File: src/rtl/ser_frame_tx_if.sv
// ser_frame_tx_if: valid/ready word handshake into the serial frame transmitter.
interface ser_frame_tx_if;
    logic [7:0] data_in;
    logic       data_valid;
    logic       data_ready;
    modport master (output data_in, output data_valid, input data_ready);
    modport slave  (input data_in, input data_valid, output data_ready);
endinterface

File: src/rtl/ser_frame_tx.sv
// ser_frame_tx: double-buffered 8-bit serialiser (start, data, stop, idle gap); idle-high line.
// Define SER_FRAME_TX_PARITY_EN to insert an even parity bit before the stop bit.
module ser_frame_tx #(
    parameter int MSB_FIRST = 1,
    parameter int GAP_BITS  = 1
) (
    input  logic          clock_40,
    input  logic          reset,
    input  logic          enable,
    ser_frame_tx_if.slave bus,
    output logic          data_out,
    output logic          busy,
    output logic [7:0]    frame_count
);
    localparam logic [2:0] IDLE  = 3'd0;
    localparam logic [2:0] START = 3'd1;
    localparam logic [2:0] DATA  = 3'd2;
    localparam logic [2:0] STOP  = 3'd4;
    localparam logic [2:0] GAP   = 3'd5;
`ifdef SER_FRAME_TX_PARITY_EN
    localparam logic [2:0] PARITY = 3'd3;
`endif
    localparam logic [3:0] GAP_LAST = (GAP_BITS > 0) ? 4'(GAP_BITS - 1) : 4'd0;
    logic [2:0] state;
    logic [7:0] hold_reg;
    logic [7:0] shift_reg;
    logic       hold_full;
    logic [2:0] bit_cnt;
    logic [3:0] gap_cnt;
    logic       head;
    logic [7:0] rotated;
    logic       accept;
    logic       gap_done;
    logic       load;
    // Rotating instead of shifting leaves the word intact after 8 bits, so parity needs no extra copy.
    assign head     = (MSB_FIRST != 0) ? shift_reg[7] : shift_reg[0];
    assign rotated  = (MSB_FIRST != 0) ? {shift_reg[6:0], shift_reg[7]} : {shift_reg[0], shift_reg[7:1]};
    assign accept   = bus.data_valid && !hold_full;
    assign gap_done = (state == GAP && gap_cnt == GAP_LAST) || (state == STOP && GAP_BITS == 0);
    assign load     = hold_full && enable && (state == IDLE || gap_done);
    assign bus.data_ready = !hold_full;
    assign busy     = state != IDLE;
    always_ff @(posedge clock_40 or negedge reset) begin
        if (!reset) begin
            state       <= IDLE;
            hold_reg    <= '0;
            shift_reg   <= '0;
            hold_full   <= 1'b0;
            bit_cnt     <= '0;
            gap_cnt     <= '0;
            data_out    <= 1'b1;
            frame_count <= '0;
        end else begin
            if (load) begin
                hold_full <= 1'b0;
                shift_reg <= hold_reg;
            end else if (accept) begin
                hold_full <= 1'b1;
                hold_reg  <= bus.data_in;
            end
            case (state)
                START: begin
                    state     <= DATA;
                    data_out  <= head;
                    shift_reg <= rotated;
                    bit_cnt   <= '0;
                end
                DATA: begin
                    if (bit_cnt == 3'd7) begin
`ifdef SER_FRAME_TX_PARITY_EN
                        state    <= PARITY;
                        data_out <= ^shift_reg;
`else
                        state    <= STOP;
                        data_out <= 1'b1;
`endif
                    end else begin
                        data_out  <= head;
                        shift_reg <= rotated;
                        bit_cnt   <= bit_cnt + 3'd1;
                    end
                end
`ifdef SER_FRAME_TX_PARITY_EN
                PARITY: begin
                    state    <= STOP;
                    data_out <= 1'b1;
                end
`endif
                STOP: begin
                    frame_count <= frame_count + 8'd1;
                    state       <= (GAP_BITS == 0) ? IDLE : GAP;
                    gap_cnt     <= '0;
                    data_out    <= 1'b1;
                end
                GAP: begin
                    state   <= gap_done ? IDLE : GAP;
                    gap_cnt <= gap_cnt + 4'd1;
                end
                default: begin
                    state    <= IDLE;
                    data_out <= 1'b1;
                end
            endcase
            // A waiting word starts on the same edge that ends the gap, so frames run back to back.
            if (load) begin
                state    <= START;
                data_out <= 1'b0;
            end
        end
    end
endmodule

File: src/flat_wrapper.sv
// flat-port wrapper written by rule: the top's interface ports become plain ports
module ser_frame_tx_flat 
#(
    parameter int MSB_FIRST = 1,
    parameter int GAP_BITS  = 1
)
  (clock_40, reset, enable, data_out, busy, frame_count, bus_data_in, bus_data_valid, bus_data_ready);
  ser_frame_tx_if bus_i ();
  input  logic clock_40;
  input  logic reset;
  input  logic enable;
  output logic data_out;
  output logic busy;
  output logic [7:0] frame_count;
  input wire logic [$bits(bus_i.data_in)-1:0] bus_data_in;
  input wire logic [$bits(bus_i.data_valid)-1:0] bus_data_valid;
  output wire logic [$bits(bus_i.data_ready)-1:0] bus_data_ready;
  assign bus_i.data_in = bus_data_in;
  assign bus_i.data_valid = bus_data_valid;
  assign bus_data_ready = bus_i.data_ready;
  ser_frame_tx #(.MSB_FIRST(MSB_FIRST), .GAP_BITS(GAP_BITS)) u_core (.clock_40(clock_40), .reset(reset), .enable(enable), .bus(bus_i), .data_out(data_out), .busy(busy), .frame_count(frame_count));
endmodule
File: config.mk
export PLATFORM = sky130hd
export DESIGN_NAME = ser_frame_tx_flat
export DESIGN_NICKNAME = d
export VERILOG_FILES = /design/src/rtl/ser_frame_tx_if.sv /design/src/rtl/ser_frame_tx.sv /design/src/flat_wrapper.sv
export SDC_FILE = /design/constraint.sdc
export NUM_CORES = 1
export LEC_CHECK = 0
export ABC_AREA = 1
export CORE_ASPECT_RATIO = 2
export CORE_MARGIN = 2
export CORE_UTILIZATION = 54
export CTS_CLUSTER_SIZE = 14
export DETAILED_ROUTE_END_ITERATION = 7
export PLACE_DENSITY = 0.88
export SYNTH_ARGS = -nofsm -noshare
export SYNTH_HDL_FRONTEND = slang
export SYNTH_SLANG_ARGS = --single-unit
File: constraint.sdc
create_clock -name clock_40 -period 1.5 [get_ports clock_40]
set_input_delay 0.15 -clock clock_40 [delete_from_list [all_inputs] [get_ports clock_40]]
set_output_delay 0.15 -clock clock_40 [all_outputs]
set_load 0.01 [all_outputs]
## Word level (Yosys, flattened, before mapping)

Cells that the tools add are included.

| word-level totals | value |
|---|---|
| output and inout port bits | 11 |
| register bits after elaboration | 36 |
| logic and storage cells | 49 |

| operators by class | value |
|---|---|
| mux-type cells | 15 |
| add/sub/neg operators | 3 |
| equality and inequality tests | 8 |
| reduce and logical (&&, ||, !) cells | 14 |
| bitwise operators | 1 |

Operators with widths:

| operator | number |
|---|---|
| 8-bit 2-to-1 mux | 2 |
| 8-bit case mux with 2 select lines | 1 |
| 3-bit 2-to-1 mux | 4 |
| 3-bit case mux with 4 select lines | 1 |
| 3-bit == test (second input constant) | 3 |
| 8-bit by 1-bit adder with 8-bit output (second input constant) | 1 |
| 4-bit case mux with 2 select lines | 1 |
| 3-bit case mux with 2 select lines | 1 |
| 2-bit nonzero test | 3 |
| 4-bit by 1-bit adder with 4-bit output (second input constant) | 1 |
| 1-bit logical AND | 4 |
| 4-bit logical NOT | 1 |
| 1-bit 2-to-1 mux | 4 |
| 2-bit AND reduction | 2 |
| 3-bit by 1-bit adder with 3-bit output (second input constant) | 1 |
| 3-bit by 1-bit == test with 1-bit output (second input constant) | 1 |
| 3-bit by 2-bit == test with 1-bit output (second input constant) | 1 |
| 3-bit logical NOT | 1 |
| 3-bit by 1-bit inequality test with 1-bit output (second input constant) | 1 |
| 1-bit case mux with 3 select lines | 1 |
| 3-bit nonzero test | 1 |
| 2-bit by 1-bit inequality test with 1-bit output (second input constant) | 1 |
| 2-bit inequality test (second input constant) | 1 |
| 1-bit logical NOT | 1 |
| other kinds (2) | 2 |

## Logic depth before layout (Yosys ltp)

| logic depth | value |
|---|---|
| depth after elaboration | 7 |
| depth in mapped cells | 11 |
| depth with buffers taken out | 10 |

## Worst setup path after synthesis

No wires, ideal clock.

| path | value |
|---|---|
| kind | flip-flop to flip-flop |
| start point | register u_core.gap_cnt[0] |
| end point | register u_core.shift_reg[7] |
| setup slack | 0.159 ns |
| stages on the path, launching flop included | 12 |
| data required time | 1.435 ns |
| buffers on the path | 1 |
| arrival | 1.276 ns |
| cells stage by stage | dfrtp_1 inv_1 ha_1 nand2_1 nor2_1 nand2_2 nand2_4 nand2_2 buf_6 nand2_1 nand3_1 nand2_1 |

| on the way | value |
|---|---|
| word-level cells in the longest chain between the ends | 7 |

RTL lines:

| item | line | RTL |
|---|---|---|
| start, declared | ser_frame_tx.sv:29 | `logic [3:0] gap_cnt;` |
| start signal, assigned | ser_frame_tx.sv:97 | `gap_cnt <= gap_cnt + 4'd1;` |
| 4-bit logical NOT (*) | ser_frame_tx.sv:39 | `assign gap_done = (state == GAP && gap_cnt == GAP_LAST) \|\| (state == STOP && GAP_BITS == 0);` |
| 1-bit logical AND (*) | ser_frame_tx.sv:39 |  |
| 1-bit logical OR (*) | ser_frame_tx.sv:40 | `assign load = hold_full && enable && (state == IDLE \|\| gap_done);` |
| 1-bit logical AND (*) | ser_frame_tx.sv:40 |  |
| 8-bit 2-to-1 mux (*) | ser_frame_tx.sv:54 | `if (load) begin` |
| 8-bit 2-to-1 mux | ser_frame_tx.sv:69 | `if (bit_cnt == 3'd7) begin` |
| 8-bit case mux with 2 select lines (*) | ser_frame_tx.sv:61 | `case (state)` |
| end signal, assigned | ser_frame_tx.sv:56 | `shift_reg <= hold_reg;` |
| end signal, assigned | ser_frame_tx.sv:65 | `shift_reg <= rotated;` |
| end signal, assigned | ser_frame_tx.sv:79 | `shift_reg <= rotated;` |
| end, declared | ser_frame_tx.sv:26 | `logic [7:0] shift_reg;` |

Every way passes the cells marked *; elsewhere a longest branch is shown, timed or not.
A chain may end at the register's enable or synchronous reset.

## Final worst setup path

| path | value |
|---|---|
| start point | register u_core.state[0] |
| end point | output port busy |

| on the way | value |
|---|---|
| word-level cells in the longest chain between the ends | 1 |

RTL lines:

| item | line | RTL |
|---|---|---|
| start, declared | ser_frame_tx.sv:24 | `logic [2:0] state;` |
| start signal, assigned | ser_frame_tx.sv:91 | `state <= (GAP_BITS == 0) ? IDLE : GAP;` |
| start signal, assigned | ser_frame_tx.sv:96 | `state <= gap_done ? IDLE : GAP;` |
| 3-bit nonzero test | ser_frame_tx.sv:42 | `assign busy = state != IDLE;` |
| end, declared | flat_wrapper.sv:13 | `output logic busy;` |

No other way between the ends.

==> reports/qor.yml <==
gp_congestion: 0.846
final_cells: 264
clkPwrFrac_pct: 18.6
r2r_end: "u_core.shift_reg[3]"
design.die.area_um2: 3690
fin_nets: 249
avgSynthCellArea_um2: 8.63
die_h_um: 83.9
start_kind: "flop"
globalRouteMet1Util_pct: 21.4
drv_slew: 0
synthTopCellsByArea: "dfrtp_1 (51%), nand2_1 (11%), inv_1 (7.0%)"
synth.most_common_cell: "nand2_1"
synth-async-reset-ratio_pct: 100
drv_cap: 0
netlist.area_leader.share_pct: 50.8
rrSetupSlack_ps: 100
grt_pass1_wl_um: 5640
n_fill_cell: 248
tns_ps: 0
via_per_inst: 5.19
track_usage_pct: 20.2
synthTopCellsByCount: "nand2_1 (49), dfrtp_1 (35), inv_1 (32), nand3_1 (22), nor2_1 (13)"
core.rowCount: 29
grt_util_met3_pct: 4.98
synth_xor_area_share_pct: 3.55
synth.ff_latch_count: 36
die_w_um: 44.0
path_depth: 3
use_met2_pct: 35.0
cts_root_buf: "clkbuf_8"
utilization_pct: 68.0
tritoncts: "done"
wl_um: 3130
post-route-min-period_ps: 1450
cp_max_fo: 4
grt_max_degree: 22
area_growth_pct: 22.9
design_area_um2: 2120
end_kind: "primary output"
crit_buf_inv: 2
reg2reg_from: "u_core.gap_cnt[1]"
irDropWorstVdd_mv: 1.04
grt.busiest_layer: "met2"
p_switching_w: 0.00155
synth_nets: 217
antenna_cells: 0
max_slew_margin_pct: 69.7
min_period_over_period_pct: 96.8
synth_top_family_by_area: "simple AND/OR/NAND/NOR gates"
power_w: 0.00401
clkLatencyLatePin_ps: 290
syn_area_um2: 1730
dp.cells: 255
status: "finished, final reports clean"
ys_seq_area_share_pct: 52.3
yosys.area.top_type: "dfrtp_1"
vias: 1371
io-pin-count: 23
start_util_pct: 55.3
synth-compound-area-share_pct: 4.86
max_stage_delay_ps: 430
power_density_nw_per_um2: 1890
min_path_type: "in2async"
dpl.hpwl_um: 2350
fin_skew_ps: 2.08
total_leakage_power_nw: 1.09
synthCells: 200
ys.flop_type: "dfrtp_1"
crit_chain: "inv_2 > nand3_2 > dlygate4sd2_1"
synth-simple-area-share_pct: 25.2
seqPwrFrac_pct: 39.9
p_comb_share_pct: 41.4
first_global_vias: 1360
crit_arrival_ps: 1300
fp.coreArea_um2: 3120
wl_per_cell_um: 11.9
route.detailed.drc: 0
fmax_mhz: 688
ctsHoldBuffers: 0
cts_buffers: 5
switching_share_pct: 38.5
cp_data_required_time_ps: 1350
clock_sink_count: 36
grt_overflow_total: 0
cp_slowest_cell: "dfrtp_1"
port_buffers: 22
clk_pin_slew_worst_paths_ps: 70
crit_family: "flip-flops"
synth_warnings: 0
reg2reg_depth: 10
p_int_w: 0.00247
detail-route-antenna-nets: 0
ctsHtreeMaxLevel: 2
first_pass_iters: 4
worstSetupPathType: "reg2out"
synth_edf_count: 0
tightest_slew_ps: 454
placed_cell_area_um2: 2000
drive_gt1_share_pct: 13.7
finalHoldViolCount: 0
setup_violations: 0
synthAdderAreaFrac_pct: 3.63
cts_buffer_depth: 2
synth.area.mux_share_pct: 1.23
drt-initial-drc-count: 24
antenna_found_initial: 0
ys_types: 25
[placed cells by master (no fill, tap or decap), types with 3 or more instances in the layout]
cell             netlist  routed
nand2_1               49      49
dfrtp_1               35      34
inv_1                 32      29
nand3_1               22      21
clkdlybuf4s50_1        0      20
nor2_1                13      12
a21oi_1                9       9
clkbuf_8               0       7
buf_4                  0       6
xor2_1                 5       5
o21ai_0                5       5
ha_1                   5       5
inv_2                  1       4
nand2_2                4       4
nand2_4                2       3
[worst max path at each step]
stage	from	end	slack, ps
6_report	u_core.state[0]	busy	50
3_5_place_dp	u_core.gap_cnt[0]	u_core.shift_reg[3]	20
5_1_grt	u_core.gap_cnt[0]	u_core.shift_reg[2]	-7
2_1_floorplan	u_core.gap_cnt[0]	u_core.shift_reg[7]	160
4_1_cts	u_core.gap_cnt[0]	u_core.shift_reg[3]	3
3_3_place_gp	u_core.gap_cnt[0]	u_core.shift_reg[3]	60
[cell type report]
cell class	count	area, um^2	area share (%)
clock buffer	8	100	4.72
inverter	34	128	6.02
multi-input combinational	127	688	32.4
sequential	36	903	42.6
tap	31	38.8	1.83
timing repair buffer	28	263	12.4
[logic make-up (layout without fill, tap and decap cells)]
group / Yosys count / after routing
AND/OR/NAND/NOR: 96 / 97
buffers and inverters: 38 / 70
flip-flops: 36 / 36
AO/OA/AOI/OAI: 16 / 16
XOR/XNOR: 7 / 7
adder cells (fa/ha/maj): 5 / 5
multiplexers: 2 / 2
[through the flow]
step	setup slack, ps	hold slack [ps]
2_1_floorplan	159	-146
3_3_place_gp	56.0	399
3_5_place_dp	23.1	400
4_1_cts	3.19	84.0
5_1_grt	-7.38	100
6_report	47.3	88.0
[layer usage]
layer / share of wire [%] / wire, um
met3: 3.4 / 107
met2: 57 / 1780
met1: 37 / 1160
met4: 2.5 / 77
met5: 0 / 0
[timing repair]
item,4_1_cts,5_1_grt
pin swaps,0,1
buffers inserted,0,0
cloned,0,1
gates resized for setup,2,8
endpoints found under the setup margin,2,13
[power groups by stage]
stage | combinational (W) | clock, W | sequential [W]
2_1_floorplan | 0.00113 | 0 | 0.00160
3_3_place_gp | 0.00159 | 0 | 0.00160
3_5_place_dp | 0.00164 | 0 | 0.00161
4_1_cts | 0.00162 | 0.000766 | 0.00160
5_1_grt | 0.00191 | 0.000802 | 0.00165
6_report | 0.00166 | 0.000748 | 0.00160
Note: power is estimated with default switching activity, not from simulation.
